==> src/rtl/divider_booth_inverse_if.sv <==
// Start/ready handshake bundle shared by the Booth multiplier and its inverse divider.
// The master launches an operation; the slave (the divider) returns the result and flags.
interface divider_booth_inverse_if #(
    parameter int W = 8
);
    logic                  start;
    logic signed [2*W-1:0] A;
    logic signed [W-1:0]   B;
    logic signed [W-1:0]   Quotient;
    logic signed [W-1:0]   Remainder;
    logic                  Overflow;
    logic                  DivZero;
    logic                  ready;

    modport master (
        output start, A, B,
        input  Quotient, Remainder, Overflow, DivZero, ready
    );

    modport slave (
        input  start, A, B,
        output Quotient, Remainder, Overflow, DivZero, ready
    );
endinterface

==> src/rtl/divider_booth_inverse.sv <==
// Sequential signed divider (2W / W): restoring division on magnitudes, one quotient bit
// per cycle, followed by a sign fix-up that also raises overflow or divide-by-zero.
module divider_booth_inverse #(
    parameter int W = 8
) (
    input  logic                    clk,
    input  logic                    rst,
    divider_booth_inverse_if.slave  bus
);
    localparam int CW = $clog2(2*W);
    localparam logic [CW-1:0]  LAST_ITER = CW'(2*W-1);
    localparam logic [2*W-1:0] Q_LIM_POS = {{(W+1){1'b0}}, {(W-1){1'b1}}};
    localparam logic [2*W-1:0] Q_LIM_NEG = {{W{1'b0}}, 1'b1, {(W-1){1'b0}}};

    typedef enum logic [1:0] {S_IDLE, S_CALC, S_FIX, S_DONE} state_t;

    state_t          r_state, w_next;
    logic            r_sign_q, r_sign_r, r_bzero;
    logic [2*W-1:0]  r_dvd;       // dividend bits shift out at the top, quotient bits in at the bottom
    logic [W-1:0]    r_bmag;
    logic [W:0]      r_prem;
    logic [CW-1:0]   r_cnt;
    logic signed [W-1:0] r_quotient, r_remainder;
    logic            r_overflow, r_divzero, r_ready;

    logic            w_accept, w_qbit, w_ovf;
    logic [2*W-1:0]  w_a_mag;
    logic [W-1:0]    w_b_mag, w_q_fix, w_r_fix;
    logic [W:0]      w_prem_sh, w_prem_next;

    // NOTE: clocked state uses non-blocking assignments so every register samples pre-edge values.
    always_ff @(posedge clk) begin
        if (rst) r_state <= S_IDLE;
        else     r_state <= w_next;
    end

    // NOTE: every combinational output gets a default first, so no path can infer a latch.
    always_comb begin
        w_next   = r_state;
        w_accept = 1'b0;
        case (r_state)
            S_IDLE, S_DONE: begin
                if (bus.start) begin
                    w_accept = 1'b1;
                    w_next   = (bus.B == '0) ? S_FIX : S_CALC;
                end
            end
            S_CALC:  if (r_cnt == LAST_ITER) w_next = S_FIX;
            S_FIX:   w_next = S_DONE;
            default: w_next = S_IDLE;
        endcase
    end

    always_comb begin
        w_a_mag     = bus.A[2*W-1] ? (~bus.A + 1'b1) : bus.A;
        w_b_mag     = bus.B[W-1]   ? (~bus.B + 1'b1) : bus.B;
        w_prem_sh   = {r_prem[W-1:0], r_dvd[2*W-1]};
        w_qbit      = (w_prem_sh >= {1'b0, r_bmag});
        w_prem_next = w_qbit ? (w_prem_sh - {1'b0, r_bmag}) : w_prem_sh;
        // A negative quotient may reach one step further than a positive one.
        w_ovf       = r_sign_q ? (r_dvd > Q_LIM_NEG) : (r_dvd > Q_LIM_POS);
        w_q_fix     = r_sign_q ? (~r_dvd[W-1:0] + 1'b1) : r_dvd[W-1:0];
        w_r_fix     = r_sign_r ? (~r_prem[W-1:0] + 1'b1) : r_prem[W-1:0];
    end

    always_ff @(posedge clk) begin
        if (rst) begin
            r_sign_q    <= 1'b0;
            r_sign_r    <= 1'b0;
            r_bzero     <= 1'b0;
            r_dvd       <= '0;
            r_bmag      <= '0;
            r_prem      <= '0;
            r_cnt       <= '0;
            r_quotient  <= '0;
            r_remainder <= '0;
            r_overflow  <= 1'b0;
            r_divzero   <= 1'b0;
            r_ready     <= 1'b1;
        end else if (w_accept) begin
            r_sign_q <= bus.A[2*W-1] ^ bus.B[W-1];
            r_sign_r <= bus.A[2*W-1];
            r_bzero  <= (bus.B == '0);
            r_dvd    <= w_a_mag;
            r_bmag   <= w_b_mag;
            r_prem   <= '0;
            r_cnt    <= '0;
            r_ready  <= 1'b0;
        end else if (r_state == S_CALC) begin
            r_prem <= w_prem_next;
            r_dvd  <= {r_dvd[2*W-2:0], w_qbit};
            r_cnt  <= r_cnt + 1'b1;
        end else if (r_state == S_FIX) begin
            r_ready <= 1'b1;
            if (r_bzero) begin
                r_quotient  <= '0;
                r_remainder <= '0;
                r_overflow  <= 1'b0;
                r_divzero   <= 1'b1;
            end else begin
                r_quotient  <= w_ovf ? '0 : w_q_fix;
                r_remainder <= w_ovf ? '0 : w_r_fix;
                r_overflow  <= w_ovf;
                r_divzero   <= 1'b0;
            end
        end
    end

    assign bus.Quotient  = r_quotient;
    assign bus.Remainder = r_remainder;
    assign bus.Overflow  = r_overflow;
    assign bus.DivZero   = r_divzero;
    assign bus.ready     = r_ready;
endmodule

==> src/flat_wrapper.sv <==
// flat-port wrapper written by rule: the top's interface ports become plain ports
module divider_booth_inverse_flat 
#(
    parameter int W = 8
)
  (clk, rst, bus_start, bus_A, bus_B, bus_Quotient, bus_Remainder, bus_Overflow, bus_DivZero, bus_ready);
  divider_booth_inverse_if #(.W(W)) bus_i ();
  input  logic clk;
  input  logic rst;
  input wire logic [$bits(bus_i.start)-1:0] bus_start;
  input wire logic [$bits(bus_i.A)-1:0] bus_A;
  input wire logic [$bits(bus_i.B)-1:0] bus_B;
  output wire logic [$bits(bus_i.Quotient)-1:0] bus_Quotient;
  output wire logic [$bits(bus_i.Remainder)-1:0] bus_Remainder;
  output wire logic [$bits(bus_i.Overflow)-1:0] bus_Overflow;
  output wire logic [$bits(bus_i.DivZero)-1:0] bus_DivZero;
  output wire logic [$bits(bus_i.ready)-1:0] bus_ready;
  assign bus_i.start = bus_start;
  assign bus_i.A = bus_A;
  assign bus_i.B = bus_B;
  assign bus_Quotient = bus_i.Quotient;
  assign bus_Remainder = bus_i.Remainder;
  assign bus_Overflow = bus_i.Overflow;
  assign bus_DivZero = bus_i.DivZero;
  assign bus_ready = bus_i.ready;
  divider_booth_inverse #(.W(W)) u_core (.clk(clk), .rst(rst), .bus(bus_i));
endmodule
==> config.mk <==
export PLATFORM = sky130hd
export DESIGN_NAME = divider_booth_inverse_flat
export DESIGN_NICKNAME = d
export VERILOG_FILES = /design/src/rtl/divider_booth_inverse_if.sv /design/src/rtl/divider_booth_inverse.sv /design/src/flat_wrapper.sv
export SDC_FILE = /design/constraint.sdc
export NUM_CORES = 1
export LEC_CHECK = 0
export BUFFER_PORTS_ARGS = -buffer_cell sky130_fd_sc_hd__buf_2
export CAP_MARGIN = 20
export CORE_ASPECT_RATIO = 1.2
export CORE_MARGIN = 1
export CORE_UTILIZATION = 25
export CTS_CLUSTER_SIZE = 24
export DETAILED_ROUTE_END_ITERATION = 10
export PLACE_DENSITY = 0.53
export SLEW_MARGIN = 10
export SYNTH_ARGS = -nofsm -noshare
export SYNTH_HDL_FRONTEND = slang
export SYNTH_SLANG_ARGS = --single-unit
==> constraint.sdc <==
create_clock -name clk -period 2.6 [get_ports clk]
set_input_delay 0.26 -clock clk [delete_from_list [all_inputs] [get_ports clk]]
set_output_delay 0.26 -clock clk [all_outputs]
set_load 0.03 [all_outputs]
=== After elaboration in Yosys (flattened, before gate mapping) ===
Index checks and enable logic that the tools add are counted.

* Reduce and logical (&&, ||, !) cells: 9
* Add/subtract/negate cells: 6
* Bitwise operators: 7
* Equal/unequal tests: 7
* Order comparisons: 3
* Mux-type cells: 23

{| class="wikitable"
|+ Operators by type and width
! kind !! number
|-
| $mux W8 || 8
|-
| $mux W16 || 3
|-
| $add A8 B1 Y8 const B || 3
|-
| $not A8 Y8 || 3
|-
| $add A16 B1 Y16 const B || 1
|-
| $gt A16 B7 Y1 const B || 1
|-
| $gt A16 B8 Y1 const B || 1
|-
| $not A16 Y16 || 1
|-
| $ge A9 B8 Y1 || 1
|-
| $logic_not A8 Y1 || 1
|-
| $mux W1 || 8
|-
| $sub A8 B8 Y8 || 1
|-
| $mux W2 || 3
|-
| $pmux W2 S3 || 1
|-
| $add A4 B1 Y4 const B || 1
|-
| $eq A2 B2 Y1 const B || 2
|-
| $eq A4 B4 Y1 const B || 1
|-
| $ne A2 B1 Y1 const B || 2
|-
| $reduce_and A2 Y1 || 2
|-
| $reduce_bool A2 Y1 || 2
|-
| $reduce_or A2 Y1 || 2
|-
| $reduce_and A3 Y1 || 1
|-
| $eq A2 B1 Y1 const B || 1
|-
| $logic_not A2 Y1 || 1
|-
| other kinds (3) || 4
|}

* Logic and storage cells: 68
* Output and inout bits: 19
* Flip-flop bits (word level): 60
* Input bits: 27

=== Depth between registers and ports, before layout ===
* Depth in word-level cells: 5
* Depth in mapped cells: 9
* Mapped depth without buffers: 8

=== Worst setup path after synthesis ===
No wires, ideal clock.

* Path type: flip-flop to flip-flop
* From: register u_core.r_dvd[15]
* To: register u_core.r_prem[6]
* Library setup time: 136 ps
* Data arrival time: 1,731 ps
* Path buffers: 0
* Period minus slack after synthesis: 1,866 ps
* Required time: 2,464 ps
* Stages on the path, launching flop included: 9
* Path slack: 734 ps
* Cells stage by stage: dfxtp_1 inv_1 ha_1 fa_1 nand2b_1 a21oi_1 mux2i_1 a31o_2 a31oi_1

* Cells in the longest elaborated chain, start to end: 2
* Elaborated cells between the ends (all ways): 3
* Those cells by class: add/sub: 1; order compare: 1; mux: 1

{| class="wikitable"
|+ RTL lines
! element !! RTL line !! RTL
|-
| start, declared || divider_booth_inverse.sv:19 || <nowiki>logic [2*W-1:0] r_dvd;</nowiki>
|-
| start signal, assigned || divider_booth_inverse.sv:84 || <nowiki>r_dvd <= w_a_mag;</nowiki>
|-
| start signal, assigned || divider_booth_inverse.sv:91 || <nowiki>r_dvd <= {r_dvd[2*W-2:0], w_qbit};</nowiki>
|-
| $sub A8 B8 Y8 or $ge A9 B8 Y1 (tied branches) || divider_booth_inverse.sv:59, divider_booth_inverse.sv:58 ||
|-
| $mux W8 (*) || divider_booth_inverse.sv:59 || <nowiki>w_prem_next = w_qbit ? (w_prem_sh - {1'b0, r_bmag}) : w_prem_sh;</nowiki>
|-
| end signal, assigned || divider_booth_inverse.sv:90 || <nowiki>r_prem <= w_prem_next;</nowiki>
|-
| end, declared || divider_booth_inverse.sv:21 || <nowiki>logic [W:0] r_prem;</nowiki>
|}

Every way passes the cells marked *; elsewhere a longest branch is shown, timed or not.
A chain may end at the register's enable or synchronous reset.

=== Final worst setup path ===
* From: register u_core.r_dvd[0]
* To: register u_core.r_quotient[3] (netlist: u_core.bus.Quotient[3])

* Cells in the longest elaborated chain, start to end: 5
* Elaborated cells between the ends (all ways): 8
* Those cells by class: add/sub: 1; order compare: 2; mux: 4; bitwise: 1

{| class="wikitable"
|+ RTL lines
! element !! RTL line !! RTL
|-
| branches (longest 3 deep; another with $gt A16 B7 Y1) || -- ||
|-
| $mux W8 (*) || divider_booth_inverse.sv:101 || <nowiki>r_quotient <= w_ovf ? '0 : w_q_fix;</nowiki>
|-
| $mux W8 (*) || divider_booth_inverse.sv:95 || <nowiki>if (r_bzero) begin</nowiki>
|-
| end signal, assigned || divider_booth_inverse.sv:101 ||
|-
| end, declared || divider_booth_inverse.sv:23 || <nowiki>logic signed [W-1:0] r_quotient, r_remainder;</nowiki>
|}

Every way passes the cells marked *.

==> results.tsv <==
stage	metric	value	unit
grt	global-route wire length before repair	14100	um
run_status	status	finished clean	
timing	Rel. slew slack	64.5	%
clock_tree	Clock Latency Late Sink	0.33	ns
timing	Clock Skews	0.00674	ns
timing	Final setup violation count	0	
synthesis	Yosys cell types	53	
power_and_ir_drop	Peak VDD IR	0.376	mV
route	# DRC	0	
clock_tree	H-tree lvl count	3	
final_layout	Area Growth Syn to Fin	20.3	%
final_layout	Seq. cell area	1200	um^2
clock_tree	Sink Count	60	
clock_tree	Root Buffer	clkbuf_16	
final_layout	Core Util, Final	30.7	%
timing	Min Clock Period, post-route	2.10	ns
timing	Worst Max-Slew Pin Slew	0.532	ns
timing	unrepaired setup endpoints after global routing	no	
power_and_ir_drop	static leakage	1.68	nW
clock_tree	Clock transition at path regs	0.06	ns
worst_setup_path	Worst EP arrival	2.35	ns
clock_tree	# Post-CTS Setup Buffers	0	
timing	slack of the critical path	0.504	ns
synthesis	most frequent cell after synthesis	dfxtp_1	
synthesis	mapped cell area	3500	um^2
final_layout	multi-input combinational cell area	2120	um^2
synthesis	Syn Inst Count	416	
worst_setup_path	Worst setup EP type	register	
timing	Final Hold Viols	0	
synthesis	Async SR Flop Fraction	0	%
place	Placer Congestion	0.810	
worst_setup_path	worst-path maximum fanout	16	
synthesis	Avg Inst Size Synth	8.41	um^2
route	Via density	4.74	
grt	largest net degree at the start of global routing	31	
synthesis	top cells by count, synth	dfxtp_1 (60), nand2_1 (42), nor2_1 (30)	
clock_tree	CTS tree	built	
synthesis	part of the Yosys area used for sequential elements	34.3	%
worst_setup_path	Setup crit start kind	register	
floorplan	core area	13700	um^2
worst_setup_path	Crit. Startpoint	u_core.r_dvd[0]	
final_layout	layout net count	502	
clock_tree	TritonCTS buffer count	9	
final_layout	Inserted Diodes	0	
grt	GRT Total Usage	12.4	%
synthesis	post-synth top area share	34.3	%
place	dpl hpwl	6530	um
timing	total negative slack	0	ns
floorplan	Site Rows	47	
floorplan	Die ar.	14500	um^2
route	drt wl/cell	13.3	um
synthesis	EDFF count, synth	0	
grt	antenna violations before repair	0	
clock_tree	Post-CTS Resized	0	
place	Buffers on Ports	45	
route	total number of vias	3006	
worst_setup_path	Worst Path Required	2.85	ns
place	dpl ws	0.500	ns
route	final wirelength	8410	um
route	Post-DRT Antenna Nets	0	
synthesis	Syn Nets	460	
grt	vias in the first global route	2961	
floorplan	Initial Utilization	25.5	%
timing	FMAX	477	MHz
worst_setup_path	slowest stage delay, CP	0.40	ns
final_layout	Fill cells	1453	
route	DR pass1 iterations	4	
clock_tree	# hold bufs at CTS	0	
worst_setup_path	Top delay family on crit path	simple AND/OR/NAND/NOR gates	
synthesis	Ys Warns	0	
floorplan	die width	110	um
grt	gr ovfl total	0	
route	drt first-iter violations	106	
worst_setup_path	WS Path Type	register to register	
worst_hold_path	min-delay src	bus_B[0]	
floorplan	io pins	46	
synthesis	Top FF cell, synth	dfxtp_1	
timing	final period utilization	80.6	%
worst_hold_path	worst min path class	input pin to register	
worst_setup_path	Buf/Inv on CP	1	
synthesis	Synth Register Bits	60	
final_layout	share of layout cells above drive strength 1	18.1	%
worst_setup_path	worst r2r src	u_core.r_dvd[0]	
synthesis	largest area contributor in the netlist	dfxtp_1	
worst_setup_path	Critical-path top delay cell	or3b_4	
worst_setup_path	cells along the critical path	inv_1 > ha_1 > or3b_4 > o41ai_2 > and3_2 > nand3_4 > o21ai_0	
synthesis	ranking of synthesized cells by area	dfxtp_1 (34%), xor2_1 (7.3%), ha_1 (5.7%)	
timing	max-slew violations	0	
flow_run	max-capacitance violation count	0	
clock_tree	maximum clock path buffer count	2	
floorplan	Die H	132	um
power_and_ir_drop	power density cells	1060	nW/um^2
==> cells by family (layout without fill, tap and decap cells) <==
kind of cell    Yosys count  in the layout  share of synthesized area [%]
compound gates          110            110                           21.1
xor+xnor                 37             37                           9.26
fa+ha+maj                17             17                           6.29
buf+inv                  46             93                           5.22
flops                    60             60                           34.3
mux                      18             18                           5.15
simple gates            128            128                           18.7
==> cell usage in the layout, fill, tap and decap left out, types with 6 or more instances in the layout <==
| cell | count |
|---|---|
| a211oi_1 | 17 |
| a21oi_1 | 21 |
| buf_2 | 45 |
| buf_4 | 7 |
| clkbuf_16 | 9 |
| dfxtp_1 | 60 |
| ha_1 | 16 |
| inv_1 | 24 |
| mux2i_1 | 18 |
| nand2_1 | 42 |
| nand2b_1 | 10 |
| nor2_1 | 30 |
| nor2b_1 | 9 |
| nor3_1 | 6 |
| o21ai_0 | 25 |
| o21ai_2 | 7 |
| o22ai_1 | 6 |
| o31ai_1 | 10 |
| xnor2_1 | 8 |
| xor2_1 | 29 |
==> power breakdown <==
part | internal [W] | leakage, nW | switching, W
logic | 0.000821 | 1.05 | 0.00110
clock network | 0.000741 | 0.139 | 0.000432
registers | 0.00113 | 0.490 | 0.000237
==> path summary, 6_finish.rpt <==
path | end | slack [ns] | cells past startpoint
hold / removal | u_core.r_bmag[0] | 0.21 | 3
setup reg to reg | u_core.bus.Quotient[3] | 0.50 | 7
setup / recovery | u_core.bus.Quotient[3] | 0.50 | 7
hold reg to reg | u_core.bus.Remainder[2] | 0.45 | 2
==> through the flow <==
step	hold WS, ns	cell area, um^2	total power (W)	cells
6_report	0.214	4210	0.00446	634
5_1_grt	0.229	4210	0.00479	634
4_1_cts	0.208	4200	0.00449	633
3_5_place_dp	0.441	3910	0.00331	617
3_3_place_gp	0.436	3910	0.00327	617
2_1_floorplan	0.396	3500	0.00282	416
==> area by class of cell <==
type / instances / share of cell area (%)
multi-input cells: 310 / 50.2
flip-flops and latches: 60 / 28.5
repair buffers: 53 / 7.07
clock buffers: 10 / 5.44
well taps: 171 / 5.08
inverters: 24 / 2.14
clock inverters: 6 / 1.52
==> per-layer routing <==
layer | up-vias | share of wire (%) | GRT usage (%)
li1 | 1569 | - | -
met1 | 1383 | 46 | 15.4
met2 | 45 | 48 | 20.1
met3 | 9 | 4.2 | 3.32
met4 | 0 | 1.7 | 4.67
met5 | - | 0 | 0
==> state kept, by name (all words and copies together), names as in the netlist <==
signal	count
u_core.bus.Remainder	8
u_core.r_bzero	1
u_core.r_cnt	4
u_core.r_bmag	8
u_core.bus.ready	1
u_core.bus.DivZero	1
u_core.r_prem	8
u_core.bus.Quotient	8
u_core.r_sign_q	1
u_core.r_dvd	16
u_core.r_sign_r	1
u_core.r_state	2
u_core.bus.Overflow	1
==> tightest hold or removal path: stages <==
cell and delay, ns:
buf_2 0.13, nand2_1 0.06, a21oi_1 0.05
(Power assumes the default switching activity.)
